===== src/rtl/regfile_write_arbiter.sv =====
// Write-port arbiter for the 32x32 register file: clears all registers after reset,
// then merges pipeline writebacks (priority) with buffered multi-cycle results.
module regfile_write_arbiter #(
   parameter int unsigned DATA_W     = 32,
   parameter int unsigned ADDR_W     = 5,
   parameter int unsigned NUM_REGS   = 32,
   parameter int unsigned FIFO_DEPTH = 2
) (
   input  logic              clk,
   input  logic              rst,
   input  logic              wb_en,
   input  logic [ADDR_W-1:0] wb_reg,
   input  logic [DATA_W-1:0] wb_data,
   input  logic              md_valid,
   output logic              md_ready,
   input  logic [ADDR_W-1:0] md_reg,
   input  logic [DATA_W-1:0] md_data,
   input  logic [ADDR_W-1:0] rd_reg1,
   input  logic [ADDR_W-1:0] rd_reg2,
   output logic              hazard1,
   output logic              hazard2,
   output logic              init_done,
   output logic              rf_wr_en,
   output logic [ADDR_W-1:0] rf_wr_reg,
   output logic [DATA_W-1:0] rf_wr_data
);

   localparam int unsigned PTR_W = $clog2(FIFO_DEPTH);
   localparam int unsigned CNT_W = $clog2(FIFO_DEPTH + 1);

   typedef enum logic {CLEAR, RUN} state_t;

   state_t            state, state_next;
   logic [ADDR_W-1:0] clr_cnt, clr_cnt_next;
   logic              init_done_next;
   logic              rf_wr_en_next;
   logic [ADDR_W-1:0] rf_wr_reg_next;
   logic [DATA_W-1:0] rf_wr_data_next;

   logic [ADDR_W-1:0]   fifo_reg  [FIFO_DEPTH];
   logic [DATA_W-1:0]   fifo_data [FIFO_DEPTH];
   logic [FIFO_DEPTH-1:0] fifo_vld;
   logic [PTR_W-1:0]    rd_ptr, wr_ptr;
   logic [CNT_W-1:0]    count;

   logic wb_fire, push, enq, pop;

   assign md_ready = (state == RUN) && (count < CNT_W'(FIFO_DEPTH));
   assign push     = md_valid && md_ready;
   assign enq      = push && (md_reg != '0);
   assign wb_fire  = (state == RUN) && wb_en && (wb_reg != '0);

   // Next-state and write-port selection
   always_comb begin
      state_next      = state;
      clr_cnt_next    = clr_cnt;
      init_done_next  = init_done;
      rf_wr_en_next   = 1'b0;
      rf_wr_reg_next  = '0;
      rf_wr_data_next = '0;
      pop             = 1'b0;
      case (state)
         CLEAR: begin
            rf_wr_en_next  = 1'b1;
            rf_wr_reg_next = clr_cnt;
            clr_cnt_next   = clr_cnt + ADDR_W'(1);
            if (clr_cnt == ADDR_W'(NUM_REGS - 1)) begin
               state_next     = RUN;
               init_done_next = 1'b1;
            end
         end
         RUN: begin
            if (wb_fire) begin
               rf_wr_en_next   = 1'b1;
               rf_wr_reg_next  = wb_reg;
               rf_wr_data_next = wb_data;
            end else if (count != '0) begin
               // A superseded head is still popped, just without a write
               pop = 1'b1;
               if (fifo_vld[rd_ptr]) begin
                  rf_wr_en_next   = 1'b1;
                  rf_wr_reg_next  = fifo_reg[rd_ptr];
                  rf_wr_data_next = fifo_data[rd_ptr];
               end
            end
         end
         default: state_next = CLEAR;
      endcase
   end

   always_ff @(posedge clk) begin
      if (rst) begin
         state      <= CLEAR;
         clr_cnt    <= '0;
         init_done  <= 1'b0;
         rf_wr_en   <= 1'b0;
         rf_wr_reg  <= '0;
         rf_wr_data <= '0;
      end else begin
         state      <= state_next;
         clr_cnt    <= clr_cnt_next;
         init_done  <= init_done_next;
         rf_wr_en   <= rf_wr_en_next;
         rf_wr_reg  <= rf_wr_reg_next;
         rf_wr_data <= rf_wr_data_next;
      end
   end

   // FIFO control; a wb write kills older entries, a same-cycle push stays valid
   always_ff @(posedge clk) begin
      if (rst) begin
         rd_ptr   <= '0;
         wr_ptr   <= '0;
         count    <= '0;
         fifo_vld <= '0;
      end else begin
         for (int unsigned i = 0; i < FIFO_DEPTH; i++) begin
            if (wb_fire && (fifo_reg[PTR_W'(i)] == wb_reg)) fifo_vld[PTR_W'(i)] <= 1'b0;
         end
         if (pop) begin
            fifo_vld[rd_ptr] <= 1'b0;
            rd_ptr           <= rd_ptr + PTR_W'(1);
         end
         if (enq) begin
            fifo_vld[wr_ptr] <= 1'b1;
            wr_ptr           <= wr_ptr + PTR_W'(1);
         end
         case ({enq, pop})
            2'b10:   count <= count + CNT_W'(1);
            2'b01:   count <= count - CNT_W'(1);
            default: count <= count;
         endcase
      end
   end

   always_ff @(posedge clk) begin
      if (enq) begin
         fifo_reg[wr_ptr]  <= md_reg;
         fifo_data[wr_ptr] <= md_data;
      end
   end

   // Read-port hazards against buffered, still-valid entries
   always_comb begin
      hazard1 = 1'b0;
      hazard2 = 1'b0;
      for (int unsigned i = 0; i < FIFO_DEPTH; i++) begin
         if (fifo_vld[PTR_W'(i)] && (fifo_reg[PTR_W'(i)] == rd_reg1) && (rd_reg1 != '0))
            hazard1 = 1'b1;
         if (fifo_vld[PTR_W'(i)] && (fifo_reg[PTR_W'(i)] == rd_reg2) && (rd_reg2 != '0))
            hazard2 = 1'b1;
      end
   end

endmodule


===== config.mk =====
export PLATFORM = sky130hd
export DESIGN_NAME = regfile_write_arbiter
export DESIGN_NICKNAME = d
export VERILOG_FILES = /design/src/rtl/regfile_write_arbiter.sv
export SDC_FILE = /design/constraint.sdc
export NUM_CORES = 1
export LEC_CHECK = 0
export ABC_AREA = 1
export BUFFER_PORTS_ARGS = -buffer_cell sky130_fd_sc_hd__buf_4
export CAP_MARGIN = 10
export CORE_MARGIN = 4
export CORE_UTILIZATION = 35
export CTS_CLUSTER_DIAMETER = 40
export CTS_CLUSTER_SIZE = 16
export DETAILED_ROUTE_END_ITERATION = 8
export PLACE_DENSITY = 0.65
export SLEW_MARGIN = 10
export SYNTH_ARGS = -nofsm -noshare
export SYNTH_HDL_FRONTEND = slang
export SYNTH_SLANG_ARGS = --single-unit
export TNS_END_PERCENT = 30

===== constraint.sdc =====
create_clock -name clk -period 3.3 [get_ports clk]
set_input_delay 0.165 -clock clk [delete_from_list [all_inputs] [get_ports clk]]
set_output_delay 0.165 -clock clk [all_outputs]
set_load 0.02 [all_outputs]

Word level (Yosys, flattened, before mapping) --
Memory sizes are Yosys's and may differ from the RTL's. A register that Yosys moved wholly into a read port is not among the register bits. Index checks and enable logic that the tools add are counted.
Word-level totals: flip-flop bits (word level) 51, latch bits 0, bits in writable memories 74, ROM bits 0, input port bits 88, word-level logic and storage cells 100, memories 2
Memory list:
- fifo_data | depth 2, width 32, read ports 1, clocked after memory_dff 1, wr ports 1, RTL line 41 | logic [DATA_W-1:0] fifo_data [FIFO_DEPTH];
- fifo_reg | depth 2, width 5, read ports 3, clocked after memory_dff 1, wr ports 1, RTL line 40 | logic [ADDR_W-1:0] fifo_reg [FIFO_DEPTH];
Operators by class: $add $sub $neg 5, $mul 0, divide/modulo/power cells 0, magnitude comparators 5, equal/unequal tests 9, shifts and indexed selects 0, muxes and demuxes 40, bitwise logic cells 4, reductions and logical operators 25
Operators by type and width (count):
- $mux 32 | 3
- $eq 5x5->1 | 6
- $mux 1 | 26
- $reduce_bool 5->1 | 4
- $logic_and 1x1->1 | 17
- $mux 5 | 3
- $pmux 5 s2 | 1
- $mux 2 | 3
- $add 5x1->5 const B | 1
- $eq 5x5->1 const B | 1
- $lt 1x2->1 const B | 2
- $pmux 2 s2 | 1
- $reduce_bool 2->1 | 2
- $add 1x1->1 const B | 2
- $add 2x1->2 const B | 1
- $and 2x2->2 | 1
- $demux 1 s1 | 2
- $eq 2x1->1 const B | 1
- $eq 2x2->1 const B | 1
- $ge 1x1->1 const B | 2
- $lt 2x2->1 const B | 1
- $not 2->2 | 1
- $or 2x2->2 | 1
- $pmux 1 s2 | 1
- 4 further kinds | 4

Depth between registers and ports, before layout --
depth in word-level cells 10, mapped depth 12, gate-level depth less buffers 12

Worst setup path after synthesis --
No wires, ideal clock.
path kind register to register, start register state, end memory fifo_data[1][0], enable pin, setup time 433 ps, arrival 2335 ps, required time 2867 ps, path slack 532 ps, cell stages (with the launch flop) 5, period minus slack after synthesis 2768 ps, cells stage by stage dfxtp_1 > inv_2 > nor2_4 > nand3_2 > nor2_1
On the way: word-level cells in the longest chain between the ends 5
RTL lines:
- start, declared | RTL line 33 | state_t state, state_next;
- start signal, assigned | RTL line 100 | state <= state_next;
- $logic_and 1x1->1 | RTL line 48 | assign md_ready = (state == RUN) && (count < CNT_W'(FIFO_DEPTH));
- named net md_ready | RTL line 15 | output logic md_ready,
- $logic_and 1x1->1 | RTL line 49 | assign push = md_valid && md_ready;
- $logic_and 1x1->1 | RTL line 50 | assign enq = push && (md_reg != '0);
- $mux 1 | RTL line 137 | if (enq) begin
- $mux 1 (implied by the code) | RTL line 139 | fifo_data[wr_ptr] <= md_data;
- end, declared | RTL line 41
The timed path passes the listed nets, and every way through them passes these cells.

Worst setup path after layout --
start register state, end memory fifo_data[0][16], enable pin
On the way: word-level cells in the longest chain between the ends 5
RTL lines (RTL line):
- $logic_and 1x1->1 | 48
- $logic_and 1x1->1 | 49
- $logic_and 1x1->1 | 50
- $mux 1 | 137
- $mux 1 (implied by the code) | 139
Every way passes these cells.

==> metrics list <==
- After global routing the overflow that remains totals 0.
- The register with the most flip-flops in the layout has 64 of them.
* Remaining number of nets flagged by the antenna check after routing: 0
- Initial antenna violation count: 0
- In this design, the critical path's most frequently occurring cell is sky130_fd_sc_hd__inv_2.
- Effective utilization at floorplan: 0.3575
- In the synthesized netlist the dominant register cell turns out to be sky130_fd_sc_hd__edfxtp_1.
- Area after detailed placement: 6314 sq um
- The cell count after synthesis came out at 553.
- The filler cells instantiated in the layout total 1325.
* TritonCTS buffer count: 17
* Core ar.: 14590 sq um
- IR Drop Worst-Case VDD: 0.5204 mV
- Wire segments on met3 add up to 743 um in the final route.
- The count of final hold-check violations is 0.
* Average routed wire per standard cell: 15.05 um
- Headroom to the max-slew limit came out at 0.3286.
- After the first detailed-routing iteration, the DRC count stood at 212.
* Slew Limit Fails: 0
- Averaged over all synthesized cells, the footprint is 9.433 sq um.
* Setup repair after global routing missed its margin: no
- Run status: completed
- The worst setup path is captured at a flip-flop.
* Slew @ Worst Pin: 1006 ps
- The detailed router used layers up to and including met4.
- Max-cap violation count: 0
- The finished layout holds 916 standard cells, fillers aside.
* Net total in the final layout: 810
* Number of I/O port buffers: 129
- Portion of the post-synthesis area used by sequential elements: 0.6256
* Detailed-router iteration count before antenna repair: 4
* Post-layout minimum cycle time: 2243 ps
* Total Die Area: 16920 sq um
- CTS root buffer: sky130_fd_sc_hd__clkbuf_16
- Worst Path Arrival: 2270 ps
* Hold WS: 21.78 ps
* Highest fanout seen on the critical path: 37
- Count of cells resized by post-cts repair: 0
* Number of vias in the routed layout: 4394
- Post-synthesis instance area: 5216 sq um
- Netlist cell types: 28
- The critical path goes through inv_2 > nor2_4 > nand3_2 > inv_1 > nand2_1 > inv_2.
- In the final routing, the length of wire on met1 measures 5768 um.
- Number of remaining DRC errors: 0
* Area added between synthesis and finish: 40.56%
- Post-Synthesis Net Count: 644
- Total setup violations reported at the end of the flow: 0
* Psw: 0.7222 mW
- The first global-routing pass estimated 22030 um of wire.
* Horiz. Die Dim: 130.1 um
* Hold WC Path Type: in -> reg
- Final setup skew: 5.333 ps
- Synth Warn #: 0
- Vertical extent of the die: 130.1 um
* Clock group share of total power: 0.522
- The portion of synthesized area spent on multiplexers is 0.
- Final core area utilization: 0.5026
- The number of placed instances, taps included, is 847.
- In this design, the stage delay of the slowest critical-path cell is 610 ps.
- Cell types occupying the most area after synthesis: sky130_fd_sc_hd__edfxtp_1, sky130_fd_sc_hd__dfxtp_1, sky130_fd_sc_hd__nand2_1, sky130_fd_sc_hd__a21oi_1, sky130_fd_sc_hd__nand3_1
- Maximum operating frequency: 445.9 MHz
- Of the total synthesized cell area, the portion taken by full adders, half adders and majority gates is 0.007196.
- Worst setup timing slack at the placement stage: 1037 ps
- In the final layout, the share of cells above drive strength 1 is 0.2418.
* Maximum number of pins on one net before global-route repair: 43
- Portion of the clock cycle consumed by the worst path in the final layout: 0.6796
- Of the total power, the share spent switching nets is 0.1862.
* Setup Total Neg Slack: 0 ps
- Antenna Cells: 0
- Std-Cell Rows: 44
* Compound-gate portion of the synthesized area: 0.08395
* Crit Path Class: reg -> reg
- Cell at the slowest stage of the critical path: sky130_fd_sc_hd__inv_2
* Half-perimeter wire length of the detailed placement result: 9306 um
- Of the post-synthesis cell area, the dominant cell type holds 0.4260.
* Async set-reset flop share out of synthesis: 0
* Bufs on Longest Clock Path: 2
- Post-route worst setup slack: 1057 ps
- H-Tree Depth: 4
* Crit start category: flip-flop
- The routed design has 13790 um of wire.
* Combinational family with the most area after synthesis: simple AND/OR/NAND/NOR gates
* Cell-internal power: 3.157 mW
* Average via count per standard cell: 4.797
- TritonCTS built the clock tree.
* Xor/xnor share of the synthesized area: 0.01007
- Num Clock Sinks: 126
- The congestion estimate from routability-driven global placement came to 0.8605.
* Clock-pin transition on the worst setup and hold timing paths: 60 ps
- Pwr per Cell Area: 529.0 nW/um^2
- Across every metal layer, demand over resource in global routing totals 0.1674.
- IO Pins: 130
- After clock tree synthesis, the setup repair step added 0 buffers.
* Skew-Pair Late Insertion Delay: 400 ps
* Design Power: 3.879 mW
* Vias in the first global route: 4543
- Largest area contributor in the synthesized netlist: sky130_fd_sc_hd__edfxtp_1
* Met2 Routed Length: 7039 um
* Combinational group share of total power: 0.047
- Of the total power, registers draw 0.431.
- Of the total synthesized cell area, the portion taken by AND, OR, NAND and NOR gates is 0.2135.
- Data required time at the worst endpoint: 3330 ps
* Final design instance area without fill: 7332 sq um
- Counting flops and latches in the post-synthesis netlist gives 126.
- Static leakage: 2.994 nW
- In this run, synthesis inferred 74 flip-flops with an integrated enable.
==> timing repair <==
| item | in CTS | in global routing |
|---|---|---|
| endpoints found under the hold margin | 74 | 0 |
| endpoints found under the setup margin | 0 | 0 |
| hold buffers | 37 | 0 |
==> logic make-up after synthesis <==
kind of cell,after synthesis
compound gates,83
xor+xnor,6
fa+ha+maj,3
buf+inv,68
flops,126
simple gates,267
==> layout make-up <==
type	count	area (sq um)	area share
timing repair buffer	170	1369	0.1867
sequential	126	3264	0.4452
clock buffer	21	460.4	0.06280
inverter	45	171.4	0.02338
multi-input combinational	359	1649	0.2249
tap	184	230.2	0.03140
clock inverter	11	187.7	0.02560
==> power by group through the flow <==
stage	clock network (mW)	registers, mW	logic, mW
2_1_floorplan	0	1.71	0.0335
3_3_place_gp	0	1.70	0.142
3_5_place_dp	0	1.70	0.147
4_1_cts	2.05	1.67	0.183
5_1_grt	2.14	1.67	0.198
6_report	2.02	1.67	0.183
==> final timing paths <==
path / slack (ps) / startpoint / cells after the start / end
setup / recovery: 1060 / state$_SDFF_PP0_ / 6 / fifo_data[0][16]$_DFFE_PP_
hold / removal: 20 / wb_data[19] / 3 / rf_wr_data[19]$_SDFF_PP0_
setup reg to reg: 1060 / state$_SDFF_PP0_ / 6 / fifo_data[0][16]$_DFFE_PP_
hold reg to reg: 470 / init_done$_SDFFE_PP0P_ / 2 / init_done$_SDFFE_PP0P_
==> worst max-delay path, delay by kind of cell, from the launching register on <==
kind | cells | cell delay (ps)
buffers and inverters | 3 | 870
DFF | 1 | 590
and+or+nand+nor | 3 | 370
==> synthesized netlist by cell type, types with 2 or more instances <==
library cell               count
sky130_fd_sc_hd__buf_6         4
sky130_fd_sc_hd__dfxtp_1      52
sky130_fd_sc_hd__a21boi_0      2
sky130_fd_sc_hd__clkbuf_1      6
sky130_fd_sc_hd__nand4_1       6
sky130_fd_sc_hd__o21ai_0      19
sky130_fd_sc_hd__xnor2_1       4
sky130_fd_sc_hd__edfxtp_1     74
sky130_fd_sc_hd__nor2_1       28
sky130_fd_sc_hd__nand2_2       2
sky130_fd_sc_hd__inv_2         5
sky130_fd_sc_hd__nand2_1     177
sky130_fd_sc_hd__nand3_2       2
sky130_fd_sc_hd__o22ai_1      10
sky130_fd_sc_hd__buf_4         3
sky130_fd_sc_hd__nor3_1        9
sky130_fd_sc_hd__inv_1        39
sky130_fd_sc_hd__buf_2        10
sky130_fd_sc_hd__nand3_1      40
sky130_fd_sc_hd__xor2_1        2
sky130_fd_sc_hd__a31oi_1       4
sky130_fd_sc_hd__ha_1          3
sky130_fd_sc_hd__a21oi_1      47
==> layer usage <==
| metal | global-route usage | vias up |
|---|---|---|
| met1 | 0.2041 | 2075 |
| met3 | 0.04380 | 17 |
| met5 | 0 | - |
| li1 | - | 2180 |
| met4 | 0.06112 | 0 |
| met2 | 0.2858 | 122 |
==> cells in the final DEF (no fill, tap or decap), drive strengths merged, types with 3 or more instances in the layout <==
master | netlist | layout
inv | 45 | 45
clkinv | 0 | 4
nand4 | 6 | 6
dlygate4sd3 | 0 | 37
edfxtp | 74 | 74
bufinv | 0 | 5
xnor2 | 4 | 4
nor2 | 29 | 29
a21oi | 47 | 47
nand2 | 180 | 180
buf | 17 | 133
dfxtp | 52 | 52
o22ai | 10 | 10
ha | 3 | 3
clkbuf | 6 | 21
nor3 | 9 | 9
a31oi | 4 | 4
nand3 | 42 | 42
o21ai | 20 | 20
Note: power is estimated with default switching activity, not from simulation.
